--- config.mk ---
export PLATFORM = sky130hd
export DESIGN_NAME = alu_ctrl_unit
export DESIGN_NICKNAME = d
export VERILOG_FILES = /design/src/rtl/alu_pkg.sv /design/src/rtl/alu_func_decode.sv /design/src/rtl/alu_ctrl_unit.sv
export SDC_FILE = /design/constraint.sdc
export NUM_CORES = 1
export LEC_CHECK = 0
export CORE_AREA = 5 5 42 44
export DETAILED_ROUTE_END_ITERATION = 10
export DIE_AREA = 0 0 47 49
export PLACE_DENSITY_LB_ADDON = 0.25
export SYNTH_ARGS = -nofsm -noshare
export SYNTH_HDL_FRONTEND = slang
export SYNTH_HIERARCHICAL = 1
export SYNTH_SLANG_ARGS = --single-unit
export TNS_END_PERCENT = 20
--- constraint.sdc ---
create_clock -name clk -period 3.1 [get_ports clk]
set_clock_uncertainty 0.1 [all_clocks]
set_input_delay 0.62 -clock clk [delete_from_list [all_inputs] [get_ports clk]]
set_output_delay 0.62 -clock clk [all_outputs]
set_load 0.01 [all_outputs]
--- src/rtl/alu_pkg.sv ---
// Shared constants for the ALU control path: op classes, R-type func codes, ALU selects.
// The ALU_CTRL_EXT_EN extension codes are always defined here; only the decoder gates them.
package alu_pkg;

  localparam int CTRL_W = 4;
  localparam int FUNC_W = 6;
  localparam int OP_W   = 2;

  typedef logic [OP_W-1:0]   op_t;
  typedef logic [FUNC_W-1:0] func_t;
  typedef logic [CTRL_W-1:0] sel_t;

  // Operation class from main control
  localparam op_t OPC_MEM   = 2'b00;
  localparam op_t OPC_BR    = 2'b01;
  localparam op_t OPC_RTYPE = 2'b10;
  localparam op_t OPC_RSVD  = 2'b11;

  // Base R-type function codes
  localparam func_t F_ADD  = 6'b100000;
  localparam func_t F_ADDU = 6'b100001;
  localparam func_t F_SUB  = 6'b100010;
  localparam func_t F_SUBU = 6'b100011;
  localparam func_t F_AND  = 6'b100100;
  localparam func_t F_OR   = 6'b100101;
  localparam func_t F_SLT  = 6'b101010;

  // Extension R-type function codes
  localparam func_t F_NOR  = 6'b100111;
  localparam func_t F_XOR  = 6'b100110;
  localparam func_t F_SLL  = 6'b000000;
  localparam func_t F_SRL  = 6'b000010;
  localparam func_t F_SLTU = 6'b101011;

  // ALU operation selects
  localparam sel_t ALU_AND  = 4'b0000;
  localparam sel_t ALU_OR   = 4'b0001;
  localparam sel_t ALU_ADD  = 4'b0010;
  localparam sel_t ALU_SUB  = 4'b0110;
  localparam sel_t ALU_SLT  = 4'b0111;
  localparam sel_t ALU_SLL  = 4'b1000;
  localparam sel_t ALU_SRL  = 4'b1001;
  localparam sel_t ALU_SLTU = 4'b1010;
  localparam sel_t ALU_NOR  = 4'b1100;
  localparam sel_t ALU_XOR  = 4'b1101;
  localparam sel_t ALU_BAD  = 4'b1111;

  typedef struct packed {
    sel_t sel;
    logic illegal;
  } dec_t;

  function automatic dec_t mk_dec(input sel_t sel, input logic illegal);
    dec_t d;
    d.sel     = sel;
    d.illegal = illegal;
    return d;
  endfunction

  localparam dec_t DEC_BAD = '{sel: ALU_BAD, illegal: 1'b1};

endpackage

--- src/rtl/alu_func_decode.sv ---
// Combinational R-type func -> {ALU select, illegal} table; ALU_CTRL_EXT_EN adds nor/xor/sll/srl/sltu.
// Latency: none (pure combinational). Backpressure: none.
module alu_func_decode
  import alu_pkg::*;
(
  input  logic [FUNC_W-1:0] func,
  output dec_t              dec
);

  always_comb begin
    dec = DEC_BAD;
    // Unknown func bits match no item and land on the default
    case (func)
      F_ADD:   dec = mk_dec(ALU_ADD, 1'b0);
      F_ADDU:  dec = mk_dec(ALU_ADD, 1'b0);
      F_SUB:   dec = mk_dec(ALU_SUB, 1'b0);
      F_SUBU:  dec = mk_dec(ALU_SUB, 1'b0);
      F_AND:   dec = mk_dec(ALU_AND, 1'b0);
      F_OR:    dec = mk_dec(ALU_OR,  1'b0);
      F_SLT:   dec = mk_dec(ALU_SLT, 1'b0);
`ifdef ALU_CTRL_EXT_EN
      F_NOR:   dec = mk_dec(ALU_NOR,  1'b0);
      F_XOR:   dec = mk_dec(ALU_XOR,  1'b0);
      F_SLL:   dec = mk_dec(ALU_SLL,  1'b0);
      F_SRL:   dec = mk_dec(ALU_SRL,  1'b0);
      F_SLTU:  dec = mk_dec(ALU_SLTU, 1'b0);
`endif
      default: dec = DEC_BAD;
    endcase
  end

endmodule

--- src/rtl/alu_ctrl_unit.sv ---
// ALU control: muxes op class with the R-type func decode and registers {alu_control, illegal}.
// Latency: 1 cycle, samples every cycle, no backpressure. Optional ALU_CTRL_EXT_EN widens the func table.
module alu_ctrl_unit
  import alu_pkg::*;
#(
  parameter int CTRL_W = alu_pkg::CTRL_W,
  parameter int FUNC_W = alu_pkg::FUNC_W,
  parameter int OP_W   = alu_pkg::OP_W
) (
  input  logic              clk,
  input  logic              rst,
  input  logic [OP_W-1:0]   alu_op,
  input  logic [FUNC_W-1:0] func,
  output logic [CTRL_W-1:0] alu_control,
  output logic              illegal
);

  dec_t func_dec;
  dec_t nxt_dec;

  alu_func_decode u_func_decode (
    .func (func),
    .dec  (func_dec)
  );

  // func only steers the result for R-type, so it is a true don't-care elsewhere
  always_comb begin
    nxt_dec = DEC_BAD;
    case (alu_op)
      OPC_MEM:   nxt_dec = mk_dec(ALU_ADD, 1'b0);
      OPC_BR:    nxt_dec = mk_dec(ALU_SUB, 1'b0);
      OPC_RTYPE: nxt_dec = func_dec;
      default:   nxt_dec = DEC_BAD;
    endcase
  end

  always_ff @(posedge clk) begin
    if (rst) begin
      alu_control <= ALU_ADD;
      illegal     <= 1'b0;
    end else begin
      alu_control <= nxt_dec.sel;
      illegal     <= nxt_dec.illegal;
    end
  end

endmodule

==> results.sh <==
export IMPL_postSynthAreaPerCell_um2=9.02
export IMPL_synth_area_um2=216
export IMPL_final_layout_size_suffix_gt1_share_pct=12.2
export IMPL_num_vias=216
export IMPL_crit_path_top_delay_cell="clkdlybuf4s50_1"
export IMPL_final_cell_mix="clkdlybuf4s50_1, nor2_1, dfxtp_1, clkbuf_4, nand2b_1"
export IMPL_grt_pass1_vias=198
export IMPL_drc=0
export IMPL_crit_chain="clkdlybuf4s50_1"
export IMPL_cp_max_fo=1
export IMPL_cts_tree="built"
export IMPL_hp_start="rst"
export IMPL_holdBufCountCts=0
export IMPL_slowest_delay_ns=0.53
export IMPL_yosysWarnings=6
export IMPL_rsz0062_at_grt="no"
export IMPL_crit_buf_inv=1
export IMPL_n_antenna_cell=0
export IMPL_h_tree_depth=1
export IMPL_ant_nets=0
export IMPL_finalCriticalPeriod_ns=1.78
export IMPL_crit_arrival_ns=1.06
export IMPL_end_kind="primary output"
export IMPL_routedWlPerCell_um=8.09
export IMPL_grt_max_degree=6
export IMPL_numPortBuffers=14
export IMPL_finalSetupViolCount=0
export IMPL_die_height_um=49
export IMPL_mostFrequentLayoutCell="clkdlybuf4s50_1"
export IMPL_grt_pass1_wl_um=779
export IMPL_worst_pin_slew_ns=0.203
export IMPL_p_int_mw=0.136
export IMPL_clk_pin_slew_ns=0.04
export IMPL_post_route_period_util_pct=57.4
export IMPL_hold_depth=2
export IMPL_dpl_instance_area_um2=369
export IMPL_setup_tns_final_ns=0
export IMPL_holdPathEnd="alu_control[2]$_SDFF_PP0_"
export IMPL_maxCapViolCount=0
export IMPL_routed_wl_um=461
export IMPL_cts_max_path_buffers=2
export IMPL_ys_seq_area_share_pct=46.2
export IMPL_synthDistinctLibCells=12
export IMPL_place_gp_congestion=0.621
export IMPL_clkPwrFrac_pct=42.2
export IMPL_total_power_mw=0.170
export IMPL_grt_use_total_pct=4.72
export IMPL_fin_nets=52
export IMPL_timing_hold_ws_ns=0.872
export IMPL_cts_setup_buffers=0
export IMPL_p_switching_mw=0.0343
export IMPL_hold_class="input pin to flip-flop"
export IMPL_overflow=0
export IMPL_antenna_found_initial=0
export IMPL_leakagePower_nw=0.149
export IMPL_p_seq_share_pct=40.2
export IMPL_dieArea_um2=2300
export IMPL_synth_seq_cells=5
export IMPL_first_iter_violations=1
export IMPL_hold_viol=0
export IMPL_fin_ws_ns=1.32
export IMPL_place_worst_setup_slack_ns=1.13
export IMPL_synth_cells=24
export IMPL_ios=15
export IMPL_fill_cells=163
export IMPL_switching_share_pct=20.1
export IMPL_ir_drop_v=0.000115
export IMPL_outcome="completed"
export IMPL_die_w_um=47
export IMPL_row_count=14
export IMPL_drt_pass1_iterations=4
export IMPL_start_util_pct=15.4
export IMPL_slew_headroom_pct=86.4
export IMPL_startpoint_type="flip-flop"
export IMPL_cts_resized=0
export IMPL_cts_root_buffer="clkbuf_4"
export IMPL_path_class="flip-flop to primary output"
export IMPL_crit_required_ns=2.38
export IMPL_fmax_ghz=0.562
export IMPL_syn_nets=34
export IMPL_cts_buffers=3
export IMPL_clkSinkCount=5
export IMPL_p_per_area_nw_per_um2=430
export IMPL_syn2layout_area_growth_pct=82.7
export IMPL_core_area_um2=1400
export IMPL_drv_slew=0
export IMPL_vias_per_cell=3.79
export IMPL_share_comb_of_total_power_pct=17.6
export IMPL_path_delay_family="buffers and inverters"
export IMPL_fin_area_um2=395
==> sequential cells by signal, indices dropped and copies added, names as in the netlist <==
| register | flops |
|---|---|
| alu_control | 4 |
| illegal | 1 |
==> kinds of logic (layout without fill, tap and decap cells) <==
group	count (synthesis)	count (layout)	synth area share, %
simple gates	15	15	41.0
flops	5	5	46.2
compound gates	3	3	9.24
buf+inv	1	18	3.47
==> cell usage after synthesis (all sizes together) <==
master	count	area share, %
a21oi	1	2.3
dfxtp	5	46
nor2	7	12
o21ai	1	2.3
nand3b	1	3.5
or3	1	2.9
a221o	1	4.6
nand2	1	1.7
nor3b	1	5.8
buf	1	3.5
nand2b	4	15
==> area by class of cell <==
class	count	area, um^2	area share [%]
Multi-Input combinational cell	18	109	27.5
Clock buffer	4	26.3	6.65
Sequential cell	5	100	25.3
Tap cell	16	20.0	5.06
Timing Repair Buffer	14	140	35.4
==> worst max path at each step <==
stage / from / to / slack, ns / cells past startpoint
after detailed placement: func[5] / alu_control[1]$_SDFF_PP1_ / 1.13 / 4
final: alu_control[0]$_SDFF_PP0_ / alu_control[0] / 1.32 / 1
after global routing: illegal$_SDFF_PP0_ / illegal / 1.27 / 1
after floorplan: func[0] / alu_control[3]$_SDFF_PP0_ / 1.62 / 5
after global placement: func[5] / alu_control[1]$_SDFF_PP1_ / 1.13 / 4
after CTS: alu_control[0]$_SDFF_PP0_ / alu_control[0] / 1.30 / 1
==> per-layer routing <==
layer	vias to the layer above	wire, um	global-route usage (%)
li1	115	-	-
met1	86	202	5.73
met2	15	165	5.66
met3	0	92	2.58
met4	0	0	4.15
met5	-	0	0
==> power by group through the flow <==
stage	clock network, mW	registers, mW	logic (mW)
after floorplan	0	0.0713	0.00791
after global placement	0	0.0695	0.0300
after detailed placement	0	0.0695	0.0303
after CTS	0.0753	0.0684	0.0303
after global routing	0.0797	0.0686	0.0324
final	0.0719	0.0684	0.0299
==> metrics by stage <==
step / cells / util [%]
2_1_floorplan: 24 / -
3_3_place_gp: 53 / 26.3
3_5_place_dp: 53 / 26.3
4_1_cts: 57 / 28.2
5_1_grt: 57 / 28.2
6_report: 57 / 28.2
No activity file was read; power rests on OpenSTA's default activity.
